--- src/rtl/uartlog_decode_if.sv ---
// Bus bundle between a uartlog DAQ source, the decoder and the host readout port.
// The master side is the producer/host; the slave side is the decoder.
interface uartlog_decode_if;
  logic        daq_req;
  logic        daq_grant;
  logic [31:0] daq_data;
  logic        daq_valid;
  logic        daq_end;
  logic        out_dir;
  logic [7:0]  out_byte;
  logic [47:0] out_time;
  logic        out_valid;
  logic        out_ready;
  logic [15:0] err_count;
  logic [15:0] drop_count;

  modport master (
    output daq_req, daq_data, daq_valid, daq_end, out_ready,
    input  daq_grant, out_dir, out_byte, out_time, out_valid, err_count, drop_count
  );

  modport slave (
    input  daq_req, daq_data, daq_valid, daq_end, out_ready,
    output daq_grant, out_dir, out_byte, out_time, out_valid, err_count, drop_count
  );
endinterface

--- src/rtl/uartlog_decode.sv ---
// Grants a DAQ source, parses MCU_RX/TX short and long records, rebuilds 48-bit
// timestamps and queues {dir, byte, time} in a first-word-fall-through FIFO.
module uartlog_decode #(
  parameter int FIFO_DEPTH = 8,
  parameter int TIMEOUT    = 255
) (
  input  logic            clk,
  input  logic            rst,
  uartlog_decode_if.slave bus
);
  localparam int AW = $clog2(FIFO_DEPTH);
  localparam int TW = $clog2(TIMEOUT + 1);
  localparam logic [TW-1:0] TMAX = TW'(TIMEOUT - 1);

  localparam logic [1:0] IDLE  = 2'd0;
  localparam logic [1:0] RECV  = 2'd1;
  localparam logic [1:0] HIGH  = 2'd2;
  localparam logic [1:0] DRAIN = 2'd3;

  logic [1:0]    state_q, state_d;
  logic          grant_q, grant_d;
  logic [TW-1:0] timer_q, timer_d;
  logic          dir_q, dir_d;
  logic [7:0]    byte_q, byte_d;
  logic [15:0]   lo_q, lo_d;
  logic [31:0]   th_q, th_d;
  logic          thv_q, thv_d;
  logic [15:0]   err_q, drop_q;

  logic          push_req, err_inc;
  logic [56:0]   push_data;
  logic [7:0]    wtype;
  logic          is_short, is_long;

  logic [56:0]   mem [FIFO_DEPTH];
  logic [AW:0]   wr_ptr_q, rd_ptr_q, fill;
  logic          full, empty, pop, push_en, drop;
  logic [56:0]   head;

  assign wtype    = bus.daq_data[31:24];
  assign is_short = (wtype == 8'd8) || (wtype == 8'd10);
  assign is_long  = (wtype == 8'd9) || (wtype == 8'd11);

  always_comb begin
    state_d   = state_q;
    grant_d   = 1'b0;
    timer_d   = timer_q;
    dir_d     = dir_q;
    byte_d    = byte_q;
    lo_d      = lo_q;
    th_d      = th_q;
    thv_d     = thv_q;
    push_req  = 1'b0;
    push_data = '0;
    err_inc   = 1'b0;
    if (state_q == IDLE) begin
      if (bus.daq_req) begin
        grant_d = 1'b1;
        state_d = RECV;
        timer_d = '0;
      end
    end else if (bus.daq_valid) begin
      timer_d = '0;
      case (state_q)
        RECV: begin
          // Type bit 1 separates TX (10/11) from RX (8/9).
          if (is_short && bus.daq_end) begin
            if (thv_q) begin
              push_req  = 1'b1;
              push_data = {wtype[1], bus.daq_data[23:16], th_q, bus.daq_data[15:0]};
            end else begin
              err_inc = 1'b1;
            end
            state_d = IDLE;
          end else if (is_long && !bus.daq_end) begin
            dir_d   = wtype[1];
            byte_d  = bus.daq_data[23:16];
            lo_d    = bus.daq_data[15:0];
            state_d = HIGH;
          end else begin
            err_inc = 1'b1;
            state_d = bus.daq_end ? IDLE : DRAIN;
          end
        end
        HIGH: begin
          th_d      = bus.daq_data;
          thv_d     = 1'b1;
          push_req  = 1'b1;
          push_data = {dir_q, byte_q, bus.daq_data, lo_q};
          if (bus.daq_end) begin
            state_d = IDLE;
          end else begin
            err_inc = 1'b1;
            state_d = DRAIN;
          end
        end
        default: begin
          if (bus.daq_end) state_d = IDLE;
        end
      endcase
    end else if (timer_q == TMAX) begin
      err_inc = 1'b1;
      state_d = IDLE;
      timer_d = '0;
    end else begin
      timer_d = timer_q + 1'b1;
    end
  end

  assign fill    = wr_ptr_q - rd_ptr_q;
  assign empty   = (fill == '0);
  assign full    = (fill == (AW+1)'(FIFO_DEPTH));
  assign pop     = !empty && bus.out_ready;
  // A pop in the same cycle frees the slot a full-FIFO push needs.
  assign push_en = push_req && (!full || pop);
  assign drop    = push_req && full && !pop;

  always_ff @(posedge clk) begin
    if (push_en) mem[wr_ptr_q[AW-1:0]] <= push_data;
  end

  always_ff @(posedge clk) begin
    if (rst) begin
      state_q  <= IDLE;
      grant_q  <= 1'b0;
      timer_q  <= '0;
      dir_q    <= 1'b0;
      byte_q   <= '0;
      lo_q     <= '0;
      th_q     <= '0;
      thv_q    <= 1'b0;
      err_q    <= '0;
      drop_q   <= '0;
      wr_ptr_q <= '0;
      rd_ptr_q <= '0;
    end else begin
      state_q <= state_d;
      grant_q <= grant_d;
      timer_q <= timer_d;
      dir_q   <= dir_d;
      byte_q  <= byte_d;
      lo_q    <= lo_d;
      th_q    <= th_d;
      thv_q   <= thv_d;
      if (err_inc && err_q != 16'hFFFF) err_q <= err_q + 16'd1;
      if (drop && drop_q != 16'hFFFF) drop_q <= drop_q + 16'd1;
      if (push_en) wr_ptr_q <= wr_ptr_q + 1'b1;
      if (pop) rd_ptr_q <= rd_ptr_q + 1'b1;
    end
  end

  assign head           = mem[rd_ptr_q[AW-1:0]];
  assign bus.daq_grant  = grant_q;
  assign bus.out_valid  = !empty;
  assign bus.out_dir    = head[56];
  assign bus.out_byte   = head[55:48];
  assign bus.out_time   = head[47:0];
  assign bus.err_count  = err_q;
  assign bus.drop_count = drop_q;
endmodule

--- src/flat_wrapper.sv ---
// flat-port wrapper written by rule: the top's interface ports become plain ports
module uartlog_decode_flat 
#(
  parameter int FIFO_DEPTH = 8,
  parameter int TIMEOUT    = 255
)
  (clk, rst, bus_daq_req, bus_daq_data, bus_daq_valid, bus_daq_end, bus_out_ready, bus_daq_grant, bus_out_dir, bus_out_byte, bus_out_time, bus_out_valid, bus_err_count, bus_drop_count);
  uartlog_decode_if bus_i ();
  input  logic clk;
  input  logic rst;
  input wire logic [$bits(bus_i.daq_req)-1:0] bus_daq_req;
  input wire logic [$bits(bus_i.daq_data)-1:0] bus_daq_data;
  input wire logic [$bits(bus_i.daq_valid)-1:0] bus_daq_valid;
  input wire logic [$bits(bus_i.daq_end)-1:0] bus_daq_end;
  input wire logic [$bits(bus_i.out_ready)-1:0] bus_out_ready;
  output wire logic [$bits(bus_i.daq_grant)-1:0] bus_daq_grant;
  output wire logic [$bits(bus_i.out_dir)-1:0] bus_out_dir;
  output wire logic [$bits(bus_i.out_byte)-1:0] bus_out_byte;
  output wire logic [$bits(bus_i.out_time)-1:0] bus_out_time;
  output wire logic [$bits(bus_i.out_valid)-1:0] bus_out_valid;
  output wire logic [$bits(bus_i.err_count)-1:0] bus_err_count;
  output wire logic [$bits(bus_i.drop_count)-1:0] bus_drop_count;
  assign bus_i.daq_req = bus_daq_req;
  assign bus_i.daq_data = bus_daq_data;
  assign bus_i.daq_valid = bus_daq_valid;
  assign bus_i.daq_end = bus_daq_end;
  assign bus_i.out_ready = bus_out_ready;
  assign bus_daq_grant = bus_i.daq_grant;
  assign bus_out_dir = bus_i.out_dir;
  assign bus_out_byte = bus_i.out_byte;
  assign bus_out_time = bus_i.out_time;
  assign bus_out_valid = bus_i.out_valid;
  assign bus_err_count = bus_i.err_count;
  assign bus_drop_count = bus_i.drop_count;
  uartlog_decode #(.FIFO_DEPTH(FIFO_DEPTH), .TIMEOUT(TIMEOUT)) u_core (.clk(clk), .rst(rst), .bus(bus_i));
endmodule
--- config.mk ---
export PLATFORM = sky130hd
export DESIGN_NAME = uartlog_decode_flat
export DESIGN_NICKNAME = d
export VERILOG_FILES = /design/src/rtl/uartlog_decode_if.sv /design/src/rtl/uartlog_decode.sv /design/src/flat_wrapper.sv
export SDC_FILE = /design/constraint.sdc
export NUM_CORES = 1
export LEC_CHECK = 0
export ABC_CLOCK_PERIOD_IN_PS = 10550
export BUFFER_PORTS_ARGS = -buffer_cell sky130_fd_sc_hd__buf_2
export CORE_AREA = 4 4 245 247
export DETAILED_ROUTE_END_ITERATION = 8
export DIE_AREA = 0 0 249 251
export GPL_TIMING_DRIVEN = 0
export HOLD_SLACK_MARGIN = 0.05
export PLACE_DENSITY_LB_ADDON = 0.12
export SLEW_MARGIN = 5
export SYNTH_ARGS = -nofsm -noshare
export SYNTH_HDL_FRONTEND = slang
export SYNTH_SLANG_ARGS = --single-unit
export TNS_END_PERCENT = 20
--- constraint.sdc ---
create_clock -name clk -period 10.55 [get_ports clk]
set_input_delay 0.5275 -clock clk [delete_from_list [all_inputs] [get_ports clk]]
set_output_delay 0.5275 -clock clk [all_outputs]
set_load 0.02 [all_outputs]
Word-level counts from Yosys, hierarchy flattened

Memories as Yosys holds them, arrays and structs flattened. A register that Yosys moved wholly into a read port is not among the register bits.
Index checks and enable logic that the tools add are counted.

Register bits: 109
Memory bits (writable): 456
Input port bits: 38
Output and inout port bits: 91
Logic and storage cells: 91
Memories: 1

Memory list:

| memory     | words | bits a word | read ports | clocked after Yosys merged registers in | write ports | line                 | source |
|---|---|---|---|---|---|---|---|
| u_core.mem | 8     | 57          | 1          | 1                                       | 1           | uartlog_decode.sv:35 | `logic [56:0] mem [FIFO_DEPTH];` |

$add $sub $neg: 6
Equal/unequal tests: 12
Muxes and demuxes: 36
Bitwise logic cells: 2
Reduce and logical (&&, ||, !) cells: 22

Operator list:

| kind                  | count |
|---|---|
| $mux 57               | 4 |
| $pmux 57 s2           | 1 |
| $add 16x1->16 const B | 2 |
| $eq 8x4->1 const B    | 4 |
| $mux 8                | 4 |
| $ne 16x16->1 const B  | 2 |
| $mux 2                | 8 |
| $mux 1                | 14 |
| $add 4x1->4 const B   | 2 |
| $add 8x1->8 const B   | 1 |
| $eq 8x8->1 const B    | 1 |
| $logic_and 1x1->1     | 8 |
| $mux 3                | 2 |
| $reduce_and 3->1      | 2 |
| $ne 5x1->1 const B    | 1 |
| $reduce_and 5->1      | 1 |
| $eq 4x4->1 const B    | 1 |
| $logic_not 1->1       | 4 |
| $logic_not 4->1       | 1 |
| $pmux 1 s2            | 2 |
| $pmux 2 s2            | 1 |
| $sub 4x4->4           | 1 |
| $logic_or 1x1->1      | 3 |
| $reduce_bool 3->1     | 1 |
| other kinds (6)       | 7 |

Logic depth before layout (Yosys ltp)

Gate-level depths: netlist (run 1).

Depth in word-level cells: 10
Mapped depth: 10
Gate-level depth less buffers: 7

Worst setup path after synthesis (run 1)

Ideal clock, no wire load.

Kind: register to register
Start point: reg u_core.wr_ptr_q[0]
End point: mem u_core.mem[2][0], enable pin
Setup time: 633 ps
Data arrival time: 7658 ps
Required time: 9917 ps
Slack: 2259 ps
Cell stages (with the launch flop): 10
Buffers on the path: 2
Cell sequence: dfxtp_1 > clkbuf_1 > inv_1 > ha_1 > nand3b_1 > and3_1 > o2111ai_2 > buf_2 > nand2_1 > nor4b_1

Cells in the longest elaborated chain, start to end: 8

RTL lines:

| element                      | line                  | source |
|---|---|---|
| start: declaration           | uartlog_decode.sv:36  | `logic [AW:0] wr_ptr_q, rd_ptr_q, fill;` |
| start signal: assignment     | uartlog_decode.sv:147 | `if (push_en) wr_ptr_q <= wr_ptr_q + 1'b1;` |
| $sub 4x4->4                  | uartlog_decode.sv:110 | `assign fill = wr_ptr_q - rd_ptr_q;` |
| $logic_not 4->1              | uartlog_decode.sv:111 | `assign empty = (fill == '0);` |
| $logic_not 1->1              | uartlog_decode.sv:113 | `assign pop = !empty && bus.out_ready;` |
| $logic_and 1x1->1            | uartlog_decode.sv:113 |  |
| $logic_or 1x1->1             | uartlog_decode.sv:115 | `assign push_en = push_req && (!full \|\| pop);` |
| $logic_and 1x1->1            | uartlog_decode.sv:115 |  |
| $mux 1                       | uartlog_decode.sv:119 | `if (push_en) mem[wr_ptr_q[AW-1:0]] <= push_data;` |
| $mux 1 (not written as such) | uartlog_decode.sv:119 |  |
| end: declaration             | uartlog_decode.sv:35  |  |

Several ways; a longest one is shown, not always the timed one.

Final worst setup path (run 1)

Start point: reg u_core.wr_ptr_q[0]
End point: mem u_core.mem[6][37], enable pin

Same word-level chain as after synthesis.

==> results.md, run 1 <==
- Layout cells sized above 1: between 20% and 30%
- Cell taking the most area after synthesis: edfxtp_1
- FF+latch count, synth: 568
- CP max stage delay: around 0.63 ns
- Slew HR: 14.47%
- Latest clock arrival within the worst-skew pair: between 0.6 and 0.7 ns
- CTS clk-pin slew, worst paths: about 0.070 ns
- Drt initial violations: approximately 940
- Peak supply drop: around 130 uV
- Antenna viol nets, final: 0
- Setup bufs post-CTS: 0
- Mean Syn Cell Area: between 15 and 20 um^2
- Clock Root Buffer: clkbuf_16
- Die height: between 200 and 300 um
- TritonCTS clock tree: built
- Row count: between 80 and 90
- Fmax: 235.8 MHz
- Global-route wire length before repair: between 80000 and 90000 um
- Number of synthesized flops with an enable pin: roughly 460
- Hpwl dp: 40190 um
- Sink Count: 568
- DRT Pass-1 Iters: 5
- Lkg Pwr: 9.421 nW
- Top delay family on crit path: buffers and inverters
- Worst r2r dst: u_core.mem[6][37]$_DFFE_PP_
- Total Wirelength: 57070 um
- RSZ-0062 raised after global routing: false
- Post-CTS Resized: 0
- Power density cells: about 190 mW/mm^2
- Ratio of final minimum period to clock period: 40.19%
- Final Non-Filler Cells: roughly 2500
- HP Class: primary input to flip-flop
- Slew Viols, Final: 0
- Final instance area: around 0.027 mm^2
- Area growth syn-to-layout: 18.28%
- Total GRT Usage: between 10% and 20%
- Hold Vio Cnt, Final: 0
- H-tree depth: 2
- Minimum clock period: ~4.2 ns
- Worst path bufs/invs: 7
- Ports: 129
- Syn Std Cell Area: between 0.02 and 0.025 mm^2
- Die ar.: 0.06250 mm^2
- Worst setup SP type: flip-flop
- Required time worst endpoint: about 11 ns
- DP Cell Count: roughly 2400
- CP arrival: approximately 4.6 ns
- WHS Endpoint: u_core.th_q[27]$_SDFFE_PP0P_
- Synth unique cells: between 60 and 70
- Status: complete, no violations
- Wirelength per Cell: ~23 um
- Most common cell in the netlist: edfxtp_1
- Hold path depth: 3
- Pwr Total: about 0.0053 W
- CTS Buffer Depth: 3
- Core Util, Final: 47.13%
- Synth async-reset ratio: 0%
- PortBufs: approximately 130
- Routability cong.: just over 0.8
- Crit path cell chain: clkbuf_1 > inv_1 > ha_1 > nand3b_1 > and3_1 > o2111ai_2 > buf_2 > nand3_1 > nor3b_2 > buf_4 > buf_6 > buf_6 > buf_4
- Hold_buf cts: 0
- Area share of the largest cell type after synthesis: about three fifths
- Vias in the first global route: 13570
- Area after DPL: around 0.025 mm^2
- DR DRC count: 0
- Synth top cells by count: edfxtp_1, nor2_1, mux4_2
- Initial Util: between 30% and 40%
- R2R depth: 13
- Worst r2r src: u_core.wr_ptr_q[0]$_SDFFE_PP0P_
- Slack of the critical path: roughly 6.3 ns
- Worst Path Max Fanout: 10
- Synth warnings: 0
- Final setup viols: 0
- Vias: approximately 13000
- Kind of critical path: flip-flop to flip-flop
- Worst slew pin tran: 1.283 ns
- Largest cells by area after synthesis: edfxtp_1, mux4_2, dfxtp_1, mux2_2, nor2_1
- Die width: ~250 um
- Hold wc startpoint: bus_daq_data[27]
- Cts bufs inserted: 57
- Final worst clock skew: 0.02427 ns
- Final net count: between 1500 and 2000
- R2R Setup Slk: 6.31 ns
- CP Capture Type: flip-flop
- Syn Inst Count: 1403
- Largest net degree at the start of global routing: 16
- Initial antenna violation count: 11
- Pre-CTS WS: 6.315 ns
- GRT overflow: 0
- Synth Flop Type: edfxtp_1
- Core ar.: 0.05759 mm^2
- Sequential area share after synthesis: between 60% and 70%
- CP max-delay cell: nor3b_2
- FILL cells: between 5000 and 6000
- Max_cap viols: 0
- Via density: ~5.4
- Syn_nets: 1453
[per-layer routing]
metal / vias to the layer above / part of all wire (%) / global-route usage [%]
li1: 6047 / - / -
met1: 6823 / 45 / 25.34
met2: 318 / 47 / 28.75
met3: 89 / 5.8 / 4.211
met4: 10 / 2.2 / 4.744
met5: - / 0.098 / 0
[metrics by stage]
step / TNS [ns] / hold WS, ns
after floorplan: 0 / 0.4330
after global placement: -1018.28 / 0.4412
after detailed placement: 0 / 0.4500
after CTS: 0 / 0.1470
after global routing: 0 / 0.1603
final: 0 / 0.1818
[power breakdown]
group	total [W]	switching, W	internal (W)	leakage [nW]
logic	0.000826	0.000475	0.000351	2.93
clock network	0.00203	0.000862	0.00117	0.911
registers	0.00240	0.00000701	0.00239	5.58
total	0.00525	0.00134	0.00391	9.42
[area by class of cell]
class                   instances  area (um^2)  area share [%]
flip-flops and latches        568        15940           58.71
multi-input cells             730         6610           24.35
clock buffers                  69         1503           5.536
repair buffers                199         1300           4.790
well taps                     765        957.2           3.526
plain buffers                  90        389.1           1.434
clock inverters                38        376.6           1.388
inverters                      15        56.30          0.2074
diodes                          6        15.01         0.05532
[sequential cells by signal, indices dropped and copies added (netlist names), named ones only]
signal and flops:
u_core.mem 456, u_core.th_q 32, u_core.bus.drop_count 16, u_core.bus.err_count 16
u_core.lo_q 16, u_core.byte_q 8, u_core.timer_q 8, u_core.rd_ptr_q 4
u_core.wr_ptr_q 4, u_core.state_q 2, u_core.bus.daq_grant 1, u_core.dir_q 1
u_core.thv_q 1
[cell usage in the layout (no fill, tap or decap), types with 7 or more instances in the layout]
| cell | synthesis | layout |
|---|---|---|
| buf_2 | 14 | 141 |
| nor4_1 | 9 | 7 |
| buf_1 | 13 | 13 |
| nor3_1 | 16 | 12 |
| buf_4 | 3 | 45 |
| dfxtp_1 | 112 | 112 |
| nand3_1 | 23 | 23 |
| clkinv_2 | 0 | 10 |
| clkbuf_1 | 57 | 67 |
| and2_1 | 8 | 8 |
| mux4_2 | 114 | 114 |
| mux2i_1 | 28 | 28 |
| nand4_1 | 11 | 11 |
| buf_6 | 3 | 30 |
| or4_1 | 10 | 10 |
| mux2_2 | 73 | 73 |
| nor2_1 | 125 | 125 |
| clkbuf_16 | 0 | 58 |
| edfxtp_1 | 456 | 456 |
| a22oi_1 | 57 | 57 |
| nor2b_1 | 18 | 18 |
| o21ai_0 | 10 | 10 |
| clkinv_1 | 0 | 12 |
| a21oi_1 | 61 | 61 |
| ha_1 | 12 | 12 |
| inv_1 | 15 | 15 |
| o31ai_1 | 10 | 10 |
| nand2_1 | 82 | 82 |
[worst max path at each step]
| stage | startpoint | endpoint | slack, ns | cells after the start |
|---|---|---|---|---|
| floorplan | u_core.wr_ptr_q[0]$_SDFFE_PP0P_ | u_core.mem[2][0]$_DFFE_PP_ | 2.26 | 9 |
| global placement | u_core.wr_ptr_q[0]$_SDFFE_PP0P_ | u_core.mem[2][8]$_DFFE_PP_ | -5.27 | 9 |
| detailed placement | u_core.wr_ptr_q[0]$_SDFFE_PP0P_ | u_core.mem[6][41]$_DFFE_PP_ | 6.32 | 13 |
| CTS | u_core.wr_ptr_q[0]$_SDFFE_PP0P_ | u_core.mem[6][39]$_DFFE_PP_ | 6.32 | 13 |
| global route | u_core.wr_ptr_q[0]$_SDFFE_PP0P_ | u_core.mem[6][37]$_DFFE_PP_ | 6.08 | 13 |
| finish | u_core.wr_ptr_q[0]$_SDFFE_PP0P_ | u_core.mem[6][37]$_DFFE_PP_ | 6.31 | 13 |
[worst reg2reg max path: stages, from the launching register on]
cell and delay [ns]:
dfxtp_1 0.34, clkbuf_1 0.34, inv_1 0.21, ha_1 0.24
nand3b_1 0.19, and3_1 0.22, o2111ai_2 0.36, buf_2 0.30
nand3_1 0.19, nor3b_2 0.63, buf_4 0.34, buf_6 0.20
buf_6 0.18, buf_4 0.22
[kinds of logic (layout without fill, tap and decap cells)]
group	count (synthesis)	count (layout)	share of synthesized area (%)
multiplexers	216	216	16.04
AND/OR/NAND/NOR	336	336	7.012
other	0	6	0
AO/OA/AOI/OAI	161	161	4.717
flip-flops	568	568	69.44
adder cells (fa/ha/maj)	12	12	0.6543
buffers and inverters	105	411	1.941
XOR/XNOR	5	5	0.1909
Power figures use the tool's default switching activity.
==> run 2: changes to the inputs <==
ABC_CLOCK_PERIOD_IN_PS = 3600   (was 10550)
clock period = 3.6 ns   (was 10.55 ns; I/O delays follow)
==> run 2 against run 1 <==
Combinational power rose to 2.9 times the previous value. Non-clock buffer count rose by 6. Sequential share of layout area down 0.94 points. Clock skew decreased by 0.015 ns. Critical path depth is 7 lower. Global-route usage increased by 0.069 points. Total power rose to 2.9 times the previous value. Worst hold slack got worse by 0.10 ns. Register-to-register slack worse by 6.1 ns. Cell count rose by 0.16%. Sequential cell count unchanged. Critical endpoint is now bus_out_byte[3]. Largest power group unchanged.
==> results.md, run 2 (synthesized netlist as in run 1, its figures left out) <==
- Total Wirelength: 57200 um (was 57070 um)
- R2R depth: 13 (unchanged)
- HP Class: primary input to flip-flop (unchanged)
- Die width: 249 um (unchanged)
- Latest clock arrival within the worst-skew pair: 0.60 ns (was 0.62 ns)
- Total GRT Usage: 18.14% (was 18.07%)
- Worst setup SP type: flip-flop (unchanged)
- Lkg Pwr: 9.484 nW (was 9.421 nW)
- WHS Endpoint: u_core.bus.drop_count[0]$_SDFFE_PP0P_ (was u_core.th_q[27]$_SDFFE_PP0P_)
- Status: complete, no violations (unchanged)
- Global-route wire length before repair: 86930 um (was 86280 um)
- Commonest non-fill, non-tap cell in the layout: edfxtp_1 (unchanged)
- Crit path cell chain: clkbuf_1 > clkbuf_2 > clkdlybuf4s15_2 > mux4_2 > mux2_2 > buf_2 (was clkbuf_1 > inv_1 > ha_1 > nand3b_1 > and3_1 > o2111ai_2 > buf_2 > nand3_1 > nor3b_2 > buf_4 > buf_6 > buf_6 > buf_4)
- Register area: 0.01594 mm^2 (about the same)
- Antenna viol nets, final: 0 (unchanged)
- Area growth syn-to-layout: 20.22% (was 18.28%)
- Final net count: 1718 (was 1711)
- Final instance area: 0.02759 mm^2 (was 0.02714 mm^2)
- Power density cells: 551.2 mW/mm^2 (was 193.5 mW/mm^2)
- Slew HR: 28.77% (was 14.47%)
- Hold path depth: 3 (unchanged)
- CTS clk-pin slew, worst paths: 0.06 ns (was 0.07 ns)
- Vias in the first global route: 13680 (was 13570)
- Cts bufs inserted: 58 (was 57)
- Largest net degree at the start of global routing: 15 (was 16)
- Hold WS: 0.08146 ns (was 0.1818 ns)
- Hold Vio Cnt, Final: 0 (unchanged)
- Worst Path Max Fanout: 10 (unchanged)
- FILL cells: 4898 (was 5006)
- Core ar.: 0.05759 mm^2 (unchanged)
- Drt initial violations: 973 (was 944)
- Initial Util: 39.85% (unchanged)
- Via density: 5.334 (was 5.358)
- CP max stage delay: 0.53 ns (was 0.63 ns)
- Hpwl dp: 39070 um (was 40190 um)
- PortBufs: 127 (unchanged)
- R2R Setup Slk: 0.18 ns (was 6.31 ns)
- Clock Root Buffer: clkbuf_16 (unchanged)
- Row count: 88 (unchanged)
- Fmax: 291.4 MHz
- Final worst clock skew: 0.008992 ns (was 0.02427 ns)
- CP arrival: 3.25 ns (was 4.56 ns)
- Slew Viols, Final: 0 (unchanged)
- Area after DPL: 0.02542 mm^2 (was 0.02525 mm^2)
- Initial antenna violation count: 4 (was 11)
- Commonest non-fill, non-tap cells in the layout: edfxtp_1, buf_2, nor2_1 (unchanged)
- CP max-delay cell: clkbuf_1 (was nor3b_2)
- TritonCTS clock tree: built (unchanged)
- Vias: 13250 (was 13290)
- Max_cap viols: 0 (unchanged)
- Routability cong.: 0.8178 (was 0.8282)
- CP Capture Type: output pin (was flip-flop)
- Layout cells sized above 1: 28.85% (was 29.96%)
- Multi-input gate area: 0.006721 mm^2 (was 0.006610 mm^2)
- Wirelength per Cell: 23.03 um (was 23.01 um)
- Peak supply drop: 310.5 uV (was 127.8 uV)
- Final setup viols: 0 (unchanged)
- Required time worst endpoint: 3.42 ns (was 10.87 ns)
- DRT Pass-1 Iters: 5 (unchanged)
- Hold wc startpoint: rst (was bus_daq_data[27])
- CTS Buffer Depth: 3 (unchanged)
- Kind of critical path: flip-flop to output pin (was flip-flop to flip-flop)
- Die height: 251 um (unchanged)
- Worst r2r src: u_core.wr_ptr_q[0]$_SDFFE_PP0P_ (unchanged)
- Worst slew pin tran: 1.068 ns (was 1.283 ns)
- RSZ-0062 raised after global routing: false (unchanged)
- Worst r2r dst: u_core.mem[4][47]$_DFFE_PP_ (was u_core.mem[6][37]$_DFFE_PP_)
- Max reg flops: 456 (unchanged)
- Die ar.: 0.06250 mm^2 (unchanged)
- Ratio of final minimum period to clock period: a little over nine tenths
- GRT overflow: 0 (unchanged)
- Ports: 129 (unchanged)
- DR DRC count: 0 (unchanged)
- H-tree depth: 2 (unchanged)
- Minimum clock period: 3.432 ns
- Sink Count: 568 (unchanged)
## run 2: metal layers
layer  global-route usage [%]  share of wire (%)
met3                    3.248                4.7
met2                    29.65                 47
met5                        0              0.012
met1                    25.60                 46
met4                    4.312                1.9
## run 2: cell type report
cell class	count	share of cell area (%)
inverters	15	0.2177
plain buffers	89	1.551
clock inverters	26	0.7393
well taps	765	3.470
repair buffers	206	6.123
diodes	3	0.02721
flip-flops and latches	568	57.77
multi-input cells	730	24.36
clock buffers	82	5.737
## run 2: worst max-delay path by stage
stage,end,slack (ns),start
final,bus_out_byte[3],0.17,flip-flop
after floorplan,u_core.mem[1][0]$_DFFE_PP_,-0.46,u_core.wr_ptr_q[0]$_SDFFE_PP0P_
after global routing,u_core.mem[4][46]$_DFFE_PP_,0.02,u_core.wr_ptr_q[0]$_SDFFE_PP0P_
after CTS,bus_out_byte[3],0.06,flip-flop
after detailed placement,u_core.mem[4][51]$_DFFE_PP_,-0.35,u_core.state_q[1]$_SDFFE_PP0P_
after global placement,u_core.mem[1][37]$_DFFE_PP_,-2.96,u_core.state_q[1]$_SDFFE_PP0P_
## run 2: critical path: cells and delay by family, from the launching register on
kind	cells	cell delay, ns
buffers and inverters	4	1.65
flip-flops	1	0.31
multiplexers	2	0.69
## run 2: where the power goes
part | leakage, nW | total, W | switching, W | internal [W]
clock | 0.869 | 0.00573 | 0.00246 | 0.00326
sequential | 5.58 | 0.00705 | 0.0000421 | 0.00701
combinational | 3.03 | 0.00243 | 0.00136 | 0.00107
total | 9.48 | 0.0152 | 0.00386 | 0.0113
## run 2: timing repair
item,in CTS,in global routing
endpoints found under the setup margin,103,21
hold buffers,34,0
endpoints found under the hold margin,74,0
pin swaps,2,1
gates resized for setup,10,1
buffers inserted,2,0
## run 2: stage by stage
stage	power (W)	setup WS, ns	util (%)	TNS, ns	instances
after global placement	0.009660	-2.956	42.93	-1038.40	2295
after CTS	0.01544	0.06055	47.89	0	2481
after detailed placement	0.009664	-0.3527	44.14	-11.32	2338
final	0.01520	0.1680	47.91	0	2484
after global routing	0.01582	0.01602	47.90	0	2483
after floorplan	0.008910	-0.4618	-	-99.62	1403
